File: src/rtl/lfsr_arb_pkg.sv
`default_nettype none
// ============================================================================
//  Module   : lfsr_arb_pkg
//  Purpose  : Shared FSM state encoding and LFSR tap positions for lfsr_arb.
//  Revision : 1.0  initial release
// ============================================================================
package lfsr_arb_pkg;

  // Arbiter control states
  typedef enum logic [1:0] {
    ST_ARB   = 2'd0,
    ST_SEED  = 2'd1,
    ST_BURST = 2'd2
  } state_t;

  // Feedback taps of the LFSR; words narrower than TAP_HI+2 bits cannot host them
  localparam int TAP_HI = 4;
  localparam int TAP_LO = 1;
  localparam int DW_MIN = 6;

endpackage : lfsr_arb_pkg
`default_nettype wire

File: src/rtl/rr_pick.sv
`default_nettype none
// ============================================================================
//  Module   : rr_pick
//  Purpose  : Combinational round-robin winner select. The search begins at
//             i_ptr and wraps; the first set request bit wins (one-hot out).
//  Revision : 1.0  initial release
// ============================================================================
module rr_pick #(
  parameter int N_REQ = 4,
  parameter int PW    = 2
) (
  input  logic [N_REQ-1:0] i_req,
  input  logic [PW-1:0]    i_ptr,
  output logic [N_REQ-1:0] o_gnt
);

  logic          w_found;
  logic [PW-1:0] w_idx;

  // Walk the requesters starting at the pointer; keep only the first hit
  always_comb begin
    o_gnt   = '0;
    w_found = 1'b0;
    w_idx   = '0;
    for (int i = 0; i < N_REQ; i++) begin
      w_idx = PW'((int'(i_ptr) + i) % N_REQ);
      if (!w_found && i_req[w_idx]) begin
        o_gnt[w_idx] = 1'b1;
        w_found      = 1'b1;
      end
    end
  end

endmodule : rr_pick
`default_nettype wire

File: src/rtl/lfsr_arb.sv
`default_nettype none
// ============================================================================
//  Module   : lfsr_arb
//  Purpose  : Round-robin arbiter that hands out bursts of pseudo-random words
//             from an internal LFSR, with an optional seed-load path.
//  Revision : 1.0  initial release
// ============================================================================
module lfsr_arb
  import lfsr_arb_pkg::*;
#(
  parameter int          N_REQ     = 4,
  parameter int          DW        = 6,
  parameter int          BURST_LEN = 4,
  parameter int unsigned SEED_DEF  = 1
) (
  input  logic             i_clk_arb,
  input  logic             i_rst_arb,
  input  logic [N_REQ-1:0] i_req_arb,
  input  logic             i_seed_vld_arb,
  input  logic [DW-1:0]    i_seed_arb,
  input  logic             i_rdy_arb,
  output logic [N_REQ-1:0] o_gnt_arb,
  output logic             o_vld_arb,
  output logic [DW-1:0]    o_rnd_arb,
  output logic             o_busy_arb
);

  localparam int PW = $clog2(N_REQ);
  localparam int CW = (BURST_LEN > 1) ? $clog2(BURST_LEN) : 1;

  localparam logic [DW-1:0] c_SEED_RST = (DW'(SEED_DEF) == '0) ? DW'(1) : DW'(SEED_DEF);
  localparam logic [CW-1:0] c_CNT_LD   = CW'(BURST_LEN - 1);

  // The tap at bit TAP_HI needs at least DW_MIN bits
  if (DW < DW_MIN) begin : g_dw_chk
    $error("lfsr_arb: DW must be at least 6");
  end

  state_t             r_state, w_state_nxt;
  logic [DW-1:0]      r_lfsr;
  logic [DW-1:0]      r_seed;
  logic [PW-1:0]      r_ptr;
  logic [PW-1:0]      r_win;
  logic [CW-1:0]      r_cnt;
  logic [N_REQ-1:0]   r_gnt;

  logic [N_REQ-1:0]   w_pick;
  logic [PW-1:0]      w_pick_idx;
  logic [DW-1:0]      w_lfsr_nxt;
  logic [PW-1:0]      w_ptr_nxt;
  logic               w_hs;
  logic               w_req_ok;
  logic               w_seed_cap;
  logic               w_seed_load;
  logic               w_start;
  logic               w_adv;
  logic               w_end;

  rr_pick #(
    .N_REQ (N_REQ),
    .PW    (PW)
  ) u_rr_pick (
    .i_req (i_req_arb),
    .i_ptr (r_ptr),
    .o_gnt (w_pick)
  );

  // Encode the one-hot winner as an index for the pointer update
  always_comb begin
    w_pick_idx = '0;
    for (int i = 0; i < N_REQ; i++) begin
      if (w_pick[i]) w_pick_idx = PW'(i);
    end
  end

  assign w_lfsr_nxt = {r_lfsr[DW-2:0], r_lfsr[TAP_HI] ^ r_lfsr[TAP_LO]};
  assign w_ptr_nxt  = (r_win == PW'(N_REQ - 1)) ? '0 : r_win + 1'b1;
  assign w_hs       = o_vld_arb & i_rdy_arb;
  assign w_req_ok   = |(i_req_arb & r_gnt);

  // State register
  always_ff @(posedge i_clk_arb) begin
    if (i_rst_arb) r_state <= ST_ARB;
    else           r_state <= w_state_nxt;
  end

  // Next-state decode and status outputs
  always_comb begin
    w_state_nxt = r_state;
    w_seed_cap  = 1'b0;
    w_seed_load = 1'b0;
    w_start     = 1'b0;
    w_adv       = 1'b0;
    w_end       = 1'b0;
    o_vld_arb   = 1'b0;
    o_busy_arb  = 1'b1;
    case (r_state)
      ST_ARB: begin
        o_busy_arb = 1'b0;
        if (i_seed_vld_arb) begin
          w_seed_cap  = 1'b1;
          w_state_nxt = ST_SEED;
        end else if (|i_req_arb) begin
          w_start     = 1'b1;
          w_state_nxt = ST_BURST;
        end
      end
      ST_SEED: begin
        w_seed_load = 1'b1;
        w_state_nxt = ST_ARB;
      end
      ST_BURST: begin
        o_vld_arb = 1'b1;
        w_adv     = i_rdy_arb;
        // Last word accepted, or the owner withdrew its request
        if ((i_rdy_arb && r_cnt == '0) || !w_req_ok) begin
          w_end       = 1'b1;
          w_state_nxt = ST_ARB;
        end
      end
      default: w_state_nxt = ST_ARB;
    endcase
  end

  // LFSR, seed capture, burst counter, grant and pointer
  always_ff @(posedge i_clk_arb) begin
    if (i_rst_arb) begin
      r_lfsr <= c_SEED_RST;
      r_seed <= '0;
      r_ptr  <= '0;
      r_win  <= '0;
      r_cnt  <= '0;
      r_gnt  <= '0;
    end else begin
      if (w_seed_cap) r_seed <= i_seed_arb;
      if (w_seed_load) r_lfsr <= (r_seed == '0) ? DW'(1) : r_seed;
      else if (w_adv)  r_lfsr <= w_lfsr_nxt;
      if (w_start) begin
        r_gnt <= w_pick;
        r_win <= w_pick_idx;
        r_cnt <= c_CNT_LD;
      end else if (w_end) begin
        r_gnt <= '0;
        r_ptr <= w_ptr_nxt;
      end else if (w_adv && r_cnt != '0) begin
        r_cnt <= r_cnt - 1'b1;
      end
    end
  end

  assign o_gnt_arb = r_gnt;
  assign o_rnd_arb = r_lfsr;

endmodule : lfsr_arb
`default_nettype wire

File: config.mk
export PLATFORM = sky130hd
export DESIGN_NAME = lfsr_arb
export DESIGN_NICKNAME = d
export VERILOG_FILES = /design/src/rtl/lfsr_arb_pkg.sv /design/src/rtl/rr_pick.sv /design/src/rtl/lfsr_arb.sv
export SDC_FILE = /design/constraint.sdc
export NUM_CORES = 1
export LEC_CHECK = 0
export ABC_AREA = 1
export ABC_CLOCK_PERIOD_IN_PS = 2100
export CORE_MARGIN = 2
export CORE_UTILIZATION = 54
export CTS_BUF_LIST = sky130_fd_sc_hd__clkbuf_4 sky130_fd_sc_hd__clkbuf_8
export CTS_CLUSTER_SIZE = 30
export DETAILED_ROUTE_END_ITERATION = 7
export PLACE_DENSITY = 0.89
export SLEW_MARGIN = 20
export SYNTH_ARGS = -nofsm -noshare
export SYNTH_HDL_FRONTEND = slang
export SYNTH_SLANG_ARGS = --single-unit
File: constraint.sdc
create_clock -name i_clk_arb -period 2.1 [get_ports i_clk_arb]
set_input_delay 0.21 -clock i_clk_arb [delete_from_list [all_inputs] [get_ports i_clk_arb]]
set_output_delay 0.21 -clock i_clk_arb [all_outputs]
set_load 0.05 [all_outputs]
==> Word level (Yosys, flattened, before mapping) <==
Index checks and enable logic that the tools add are counted.
W data, S select, Z words.
{ "op_classes": {"addsub": 5, "n_lt_le_gt_ge": 8, "n_eq_ne": 6, "n_mux": 50, "bitwise_logic": 6, "n_reduce_logical": 26} }
{ "op_table": {"columns": ["cell", "n"], "rows": [
  ["$mux W4", 6],
  ["$mux W1", 23],
  ["$mux W2", 9],
  ["$mux W6", 3],
  ["$lt A2 B3 Y1 const B", 4],
  ["$or A4 B4 Y4", 3],
  ["$logic_and A1 B1 Y1", 9],
  ["$bmux W1 S2", 4],
  ["$demux W1 S2", 4],
  ["$ge A2 B1 Y1 const B", 4],
  ["$reduce_bool A2 Y1", 4],
  ["$reduce_or A4 Y1", 2],
  ["$logic_not A6 Y1", 1],
  ["$reduce_and A2 Y1", 3],
  ["$add A2 B1 Y2 const B", 2],
  ["$add A2 B2 Y2 const B", 2],
  ["$and A4 B4 Y4", 1],
  ["$eq A2 B2 Y1 const B", 2],
  ["$logic_not A1 Y1", 4],
  ["$logic_not A2 Y1", 2],
  ["$ne A2 B2 Y1 const B", 2],
  ["$pmux W2 S2", 1],
  ["$ne A3 B3 Y1 const B", 1],
  ["$eq A2 B1 Y1 const B", 1],
  ["other kinds (4)", 4]
]} }
{ "totals": {"regBits": 24, "input_bits": 14, "out_inout_bits": 12, "elab_cells": 108} }

==> Longest topological paths before layout <==
Gate-level depths: netlist of the first run.
{ "logic_depth": {"depth_word": 15, "mapped_depth": 13, "mapped_depth_nobuf": 13} }

==> Hierarchy <==
From an unflattened synthesis of the first run, not the netlist that was laid out.
{ "unflattened": {"cells_unflattened": 216, "area_unflattened_um2": 1485.2} }
{ "by_module_without_submodules": {"columns": ["module", "instances", "cells_each", "area_each_um2", "seq_area_each_um2"], "rows": [
  ["lfsr_arb", 1, 143, 1086.0, 480.5],
  ["rr_pick", 1, 73, 399.1, 0.0]
]} }

==> Least setup slack after synthesis of the first run <==
No wires, ideal clock.
{ "synth_path": {"path_kind": "register to register", "start": "register r_state[1]", "end": "register r_lfsr[0] (netlist: o_rnd_arb[0])", "setup_time_ps": 135, "arrival_time_ps": 1806, "required_time_ps": 1965, "path_slack_ps": 159, "stages_incl_launch_ff": 10, "period_less_slack_ps": 1941, "cell_sequence": "dfxtp_1 > inv_1 > nor2_1 > inv_1 > nor2_1 > inv_1 > nand2_1 > inv_1 > nand2_1 > o2111ai_1"} }
{ "synth_via": {"elab_chain_cells": 3, "elab_cells_between_ends": 6, "cone_classes": "2 x eq/ne; 3 x mux; 1 x reduce/logical"} }
{ "synth_lines": {"columns": ["element", "line_no", "rtl"], "rows": [
  ["from (decl)", "lfsr_arb.sv:39", "state_t r_state, w_state_nxt;"],
  ["from (signal assigned)", "lfsr_arb.sv:84", "else r_state <= w_state_nxt;"],
  ["$eq A2 B1 Y1 or $eq A2 B2 Y1 (tied branches)", "lfsr_arb.sv:97", "case (r_state)"],
  ["$mux W1", "lfsr_arb.sv:97", null],
  ["$mux W6 or $reduce_bool A2 Y1 (tied branches)", null, null],
  ["to (signal assigned)", "lfsr_arb.sv:128", "r_lfsr <= c_SEED_RST;"],
  ["to (signal assigned)", "lfsr_arb.sv:136", "if (w_seed_load) r_lfsr <= (r_seed == '0) ? DW'(1) : r_seed;"],
  ["to (signal assigned)", "lfsr_arb.sv:137", "else if (w_adv) r_lfsr <= w_lfsr_nxt;"],
  ["to (decl)", "lfsr_arb.sv:40", "logic [DW-1:0] r_lfsr;"]
]} }
Several ways; a longest one is shown, not always the timed one.
A chain may end at the register's enable or synchronous reset.

==> Worst setup path in the final report of the first run <==
{ "layout_path": {"start": "register r_state[1]", "end": "output port o_vld_arb"} }
{ "layout_via": {"elab_chain_cells": 2} }
{ "layout_lines": {"columns": ["element", "line_no", "rtl"], "rows": [
  ["$eq A2 B2 Y1", "lfsr_arb.sv:97", null],
  ["$mux W1", "lfsr_arb.sv:97", null],
  ["to (decl)", "lfsr_arb.sv:23", "output logic o_vld_arb,"]
]} }
Every way passes these cells.

==> summary.txt, run 1 <==
Outcome
  • Status: complete, no violations

Power and ir drop
  • Power density cells: 700 nW/um^2
  • Peak supply drop: 684 uV
  • Leakage: 0.794 nW
  • Power after layout: around 1.3 mW

Clock tree
  • Post-cts resize count: 0
  • CTS root buf: clkbuf_4
  • CTS max path bufs: 2
  • # Post-CTS Setup Buffers: 0
  • CTS H-tree lvls: 1
  • Post-CTS Hold Buffers: 0
  • CTS tree: done
  • Clk pin slew, worst setup/hold paths: 130 ps
  • Worst-Skew Late Latency: 320 ps
  • TritonCTS Buffers: 3
  • CTS sink cnt: 24

Setup path
  • R2R Path End: r_win[0]
  • Critical R2R Launch: r_ptr[0]
  • Worst-path cell chain: inv_1 > nor2_1 > clkdlybuf4s50_1
  • Stages on the worst setup path: 3
  • R2R depth: 13
  • Endpoint class of the critical path: primary output
  • CP Launch Type: register
  • Arrival @ worst endpoint: around 1800 ps
  • CP top delay family: buffers and inverters
  • Flop2flop setup slack: 280 ps
  • Worst-path fanout max: 4
  • Setup CP Type: reg2out
  • Slowest-stage cell, CP: clkdlybuf4s50_1
  • Worst EP required: 1890 ps
  • CP bufs+invs: 2
  • Critical Path Max Stage Delay: 860 ps

GRT
  • Global-route wire length before repair: 5980 um
  • Overflow after GRT: 0
  • GRT Util Overall: 0.237
  • Number of global-route vias before repair: around 1400
  • Initial antenna violation count: 0
  • Pin count of the biggest net entering global routing: 16

Min path
  • Worst hold endpoint: r_seed[2]
  • Worst hold stages: 3
  • Hold crit path type: in2reg
  • Hold_sp: i_seed_arb[2]

Synthesis
  • Top cell type's share of synthesized area: 0.339
  • Synth area leader: dfxtp_1
  • Syn_area_per_cell: 6.84 um^2
  • Cell count after synthesis: 207
  • Register bit total from synthesis: 24
  • Ys async rst share: 0
  • Top_reg_cell synth: dfxtp_1
  • Largest cells by area after synthesis: dfxtp_1, nand2_1, nand3_1
  • Synth unique cells: 23
  • EDFF count, synth: 0
  • Mapped cell area: 1420 um^2
  • Most numerous cell in the Yosys netlist: nand2_1
  • Register area share after synthesis: 0.339
  • Number of synthesis warnings: 0
  • Synth top cells by count: nand2_1, nor2_1, dfxtp_1, nand3_1, inv_1
  • Synth Net Count: about 230

Timing
  • Relative slew slack: 0.662
  • Fin crit share: 0.958
  • Slew @ Worst Pin: 506 ps
  • Minimum clock period: 2010 ps
  • Fin Setup TNS: 0 ps
  • Unrepaired setup endpoints after global routing: no
  • Final setup violating endpoints: 0
  • Final setup margin: 87.5 ps
  • Clock skew: 9.43 ps
  • Fin. Hold Viols: 0
  • Fmax: between 400 and 500 MHz
  • Fin. max-slew vios: 0

Floorplan
  • Die span in y: ~55 um
  • Die Width: 55.2 um
  • Total die area: 3050 um^2
  • Starting Density: 0.572
  • Boundary Pins: 26
  • Row cnt: 18
  • Std-Cell Core Area: 2480 um^2

Drt
  • Wire per inst: ~12 um
  • Via density: 5.41
  • ANT nets after route: 0
  • Via Count: roughly 1500
  • WL final: 3250 um
  • Drt first pass iters: 4
  • Post-route DRC: 0
  • Initial DRC Count: 73

Place
  • Routability congestion estimate: 0.943
  • Post-DP HPWL: 2500 um
  • Buffers on Ports: 25
  • Setup WS pre-CTS: ~210 ps

Layout
  • Share of layout cells above drive strength 1: 0.0833
  • Area growth syn-to-layout: 26.4%
  • Filler instances: 197
  • FF/Latch Area: 480 um^2
  • Area of the multi-input gates: 840 um^2
  • Layout Nets: between 200 and 300
  • N_diodes: 0

Run
  • Max-cap violations: 0
-- worst min-delay path: stages --
cell	delay, ps
clkdlybuf4s50_1	390
nor2_1	100
nor2_1	50
-- metal layers --
metal / vias up / track usage / part of all wire
met5: - / 0 / 0
met4: 0 / 0.0976 / 0.016
met3: 8 / 0.0211 / 0.036
met2: 45 / 0.389 / 0.47
met1: 656 / 0.320 / 0.47
li1: 751 / - / -
-- final cells by class --
| type | instances | area share |
|---|---|---|
| Sequential cell | 24 | 0.268 |
| Multi-Input combinational cell | 158 | 0.469 |
| Clock inverter | 1 | 0.0168 |
| Tap cell | 30 | 0.0210 |
| Inverter | 24 | 0.0517 |
| Clock buffer | 3 | 0.0126 |
| Timing Repair Buffer | 30 | 0.161 |
-- report_power, final --
part	internal, mW	switching (mW)
Sequential	0.493	0.0286
Combinational	0.146	0.254
Clock	0.193	0.140
Total	0.832	0.422
-- placed cells by master (no fill, tap or decap) --
cell,Yosys,layout
inv_1,21,21
o21ai_0,12,12
a31oi_1,2,2
o2111ai_1,1,1
a22oi_1,1,1
nand2_4,4,4
clkbuf_4,0,3
nand4_1,2,2
nand3b_1,1,1
or2_2,1,1
ha_1,8,8
bufinv_16,0,1
a21oi_1,13,13
dfxtp_1,24,24
clkinv_1,2,2
nand3_1,24,24
nand3_4,2,2
a311oi_1,2,2
nor2_1,26,26
nor2_4,2,2
nand2_1,54,54
clkdlybuf4s50_1,0,25
nor4_1,2,2
nand2_2,1,1
buf_4,0,5
inv_4,1,1
-- through the flow --
step | util | cell area (um^2) | cells | hold slack [ps]
after detailed placement | 0.702 | 1740 | 266 | 464
final | 0.723 | 1790 | 270 | 453
after CTS | 0.723 | 1790 | 270 | 448
after global routing | 0.723 | 1790 | 270 | 483
after floorplan | - | 1420 | 207 | 279
after global placement | 0.702 | 1740 | 266 | 455
-- state kept, by name, summed over array words and instances, names as in the netlist --
signal	count
r_ptr	2
o_gnt_arb	4
o_rnd_arb	6
r_win	2
r_cnt	2
r_state	2
r_seed	6
-- logic make-up (layout without fill, tap and decap cells) --
family | Yosys count | after routing | synth area share
DFF | 24 | 24 | 0.339
and+or+nand+nor | 119 | 119 | 0.401
adders and majority gates | 8 | 8 | 0.0707
buffers and inverters | 25 | 58 | 0.0680
AOI/OAI and AO/OA | 31 | 31 | 0.121
-- worst max-delay path by stage --
stage,from,endpoint,slack (ps)
after CTS,r_state[1],o_vld_arb,90
after floorplan,r_state[1],o_rnd_arb[0],160
after global routing,r_state[1],o_vld_arb,3
after detailed placement,i_req_arb[2],r_win[0],210
final,r_state[1],o_vld_arb,90
after global placement,i_req_arb[0],r_cnt[0],200
Power figures use the tool's default switching activity.
==> run 2, diff against run 1 <==
- CAP_MARGIN: not set -> 20
==> results of run 2 <==
Same layout as run 1: the final DEF is identical, and so are final timing and power.
==> run 3, diff against run 2 <==
- ABC_AREA: 1 -> not set
==> summary.txt, run 3 <==
Layout
  • Layout Nets: 230 (was 263)
  • Area growth syn-to-layout: 30.4% (was 26.4%)
  • Share of layout cells above drive strength 1: 0.203 (was 0.0833)
  • N_diodes: 0 (unchanged)
  • Commonest non-fill, non-tap cell in the layout: clkdlybuf4s50_1 (was nand2_1)
  • Most frequent cells in the layout: clkdlybuf4s50_1, dfxtp_1, buf_4, nor2_1, a21oi_1 (was nand2_1, nor2_1, clkdlybuf4s50_1, nand3_1, dfxtp_1)

Clock tree
  • CTS tree: done (unchanged)
  • CTS sink cnt: 24 (unchanged)
  • Clk pin slew, worst setup/hold paths: 120 ps (was 130 ps)
  • Post-CTS Hold Buffers: 0 (unchanged)
  • Worst-Skew Late Latency: 330 ps (was 320 ps)
  • TritonCTS Buffers: 3 (unchanged)
  • CTS root buf: clkbuf_4 (unchanged)
  • CTS max path bufs: 2 (unchanged)
  • CTS H-tree lvls: 1 (unchanged)

Floorplan
  • Row cnt: 18 (unchanged)
  • Starting Density: 0.581 (was 0.572)
  • Std-Cell Core Area: 2520 um^2 (was 2480 um^2)
  • Die Width: 56.1 um (was 55.2 um)
  • Boundary Pins: 26 (unchanged)
  • Total die area: 3150 um^2 (was 3050 um^2)
  • Die span in y: 56.1 um (was 55.2 um)

Drt
  • Via Count: 1414 (was 1460)
  • ANT nets after route: 0 (unchanged)
  • Post-route DRC: 0 (unchanged)
  • WL final: 3600 um (was 3250 um)
  • Initial DRC Count: 61 (was 73)
  • Wire per inst: 15.2 um (was 12.0 um)
  • Via density: 5.97 (was 5.41)
  • Drt first pass iters: 4 (unchanged)

Setup path
  • Critical R2R Launch: r_ptr[0] (unchanged)
  • Crit path launch: r_ptr[0] (was r_state[1])
  • Worst-path fanout max: 4 (unchanged)
  • Setup CP Type: reg2reg (was reg2out)
  • Arrival @ worst endpoint: 2430 ps (was 1800 ps)
  • R2R depth: 7 (was 13)
  • Endpoint class of the critical path: register (was primary output)
  • R2R Path End: r_win[0] (unchanged)
  • CP Capture Point: r_win[0] (was o_vld_arb)
  • CP Launch Type: register (unchanged)
  • Flop2flop setup slack: -90 ps (was 280 ps)
  • Worst EP required: 2350 ps (was 1890 ps)

Outcome
  • Failing checks: negative setup slack
  • Status: finished, violations left (was complete, no violations)

Synthesis
  • Top_reg_cell synth: dfxtp_1 (unchanged)
  • Largest cells by area after synthesis: dfxtp_1, ha_1, a21oi_1 (was dfxtp_1, nand2_1, nand3_1)
  • Number of synthesis warnings: 0 (unchanged)
  • Synth unique cells: 43 (was 23)
  • Top cell type's share of synthesized area: 0.328 (was 0.339)
  • Ys async rst share: 0 (unchanged)
  • Mapped cell area: 1470 um^2 (was 1420 um^2)
  • Synth top cells by count: dfxtp_1, nor2_1, a21oi_1, inv_1 (was nand2_1, nor2_1, dfxtp_1, nand3_1, inv_1)
  • Register bit total from synthesis: 24 (unchanged)
  • Register area share after synthesis: 0.328 (was 0.339)
  • Synth Net Count: 189 (was 229)
  • Syn_area_per_cell: 8.77 um^2 (was 6.84 um^2)
  • Synth area leader: dfxtp_1 (unchanged)
  • Cell count after synthesis: 167 (was 207)
  • EDFF count, synth: 0 (unchanged)
  • Most numerous cell in the Yosys netlist: dfxtp_1 (was nand2_1)

GRT
  • Overflow after GRT: 0 (unchanged)
  • Number of global-route vias before repair: 1374 (was 1449)
  • GRT Util Overall: 0.245 (was 0.237)
  • Met3 Usage GRT: 0.0674 (was 0.0211)
  • GR Util met1: 0.301 (was 0.320)
  • Met2 Use GR: 0.417 (was 0.389)
  • Global-route wire length before repair: 6160 um (was 5980 um)
  • Most Crowded Layer GR: met2 (unchanged)
  • Pin count of the biggest net entering global routing: 14 (was 16)
  • Initial antenna violation count: 0 (unchanged)

Timing
  • Final setup margin: -85.7 ps (was 87.5 ps)
  • Fin crit share: 1.04 (was 0.958)
  • Relative slew slack: 0.431 (was 0.662)
  • Fin. max-slew vios: 0 (unchanged)
  • Hold slack: 494 ps (was 453 ps)
  • Fmax: 458 MHz (was 497 MHz)
  • Fin. Hold Viols: 0 (unchanged)
  • Minimum clock period: 2190 ps (was 2010 ps)
  • Final setup violating endpoints: 2 (was 0)
  • Slew @ Worst Pin: 847 ps (was 506 ps)
  • Clock skew: 3.86 ps (was 9.43 ps)
  • Unrepaired setup endpoints after global routing: yes (was no)

Power and ir drop
  • Leakage: 0.731 nW (was 0.794 nW)
  • Power density cells: 625 nW/um^2 (was 700 nW/um^2)
  • Power after layout: 1.19 mW (was 1.25 mW)
  • Peak supply drop: 630 uV (was 684 uV)

Min path
  • Hold crit path type: in2reg (unchanged)

Place
  • Routability congestion estimate: 0.875 (was 0.943)
  • Buffers on Ports: 25 (unchanged)
  • Post-DP HPWL: 2880 um (was 2500 um)

Run
  • Max-cap violations: 0 (unchanged)
## run 3: cell types whose count changed after synthesis, sizes merged, moves of 6 or more
cell,previous run,this run
nand2,59,6
nand3,26,8
inv,22,10
nor2,28,19
o21ai,12,4
mux2i,0,7
clkbuf,1,7
## run 3: cell type report
class / instances / area [um^2]
multi-input cells: 124 / 918
fillers: 185 / 612
flip-flops and latches: 24 / 483
repair buffers: 45 / 398
inverters: 10 / 37.5
well taps: 30 / 37.5
clock buffers: 4 / 36.3
## run 3: how the worst min path moves through the flow
stage,slack [ps],to,cells after the start,startpoint
after floorplan,280,o_rnd_arb[1],1,i_rst_arb
after detailed placement,490,o_rnd_arb[2],2,o_rnd_arb[2]
after global routing,500,r_seed[5],3,i_seed_arb[5]
final,490,r_seed[2],3,i_seed_arb[2]
after global placement,460,o_rnd_arb[5],2,o_rnd_arb[5]
after CTS,510,r_seed[2],3,i_seed_arb[2]
## run 3: report_power, final
group	internal, mW	leakage, nW	switching, mW	total (mW)
clock network	0.106	0.0210	0.141	0.247
logic	0.191	0.512	0.234	0.424
registers	0.492	0.198	0.0299	0.522
## run 3: logic make-up after synthesis
kind of cell	Yosys count	share of synthesized area
XOR/XNOR	2	0.0120
multiplexers	11	0.102
AND/OR/NAND/NOR	61	0.216
flip-flops	24	0.328
adder cells (fa/ha/maj)	8	0.0683
AO/OA/AOI/OAI	42	0.218
buffers and inverters	19	0.0564
## run 3: critical path, cell delays in order (launching register included)
cell and delay (ps):
dfxtp_2 360, inv_2 50, ha_4 240, or3b_1 360
a2111o_1 450, a31oi_1 250, o221ai_1 160, a211oi_2 230
## run 3: timing repair
item                                    4_1_cts  5_1_grt
endpoints found under the setup margin        3        6
buffers inserted                              1        1
endpoints found under the hold margin         0        0
pin swaps                                     4        0
gates resized for setup                       0        2
## run 3: stage by stage
stage | instances | instance area, um^2 | utilization | setup WS (ps) | TNS [ps]
CTS | 236 | 1900 | 0.753 | -48.3 | -48.3
global placement | 231 | 1860 | 0.736 | -168 | -675
detailed placement | 231 | 1860 | 0.736 | -262 | -1290
global route | 237 | 1910 | 0.757 | -148 | -497
floorplan | 167 | 1480 | - | -4.50 | -4.50
finish | 237 | 1910 | 0.757 | -85.7 | -91.4
## run 3: metal layers
layer	wire [um]	part of all wire	vias up
met2	1730	0.48	58
li1	-	-	691
met3	280	0.078	12
met4	63	0.017	0
met1	1530	0.42	653
met5	0	0	-
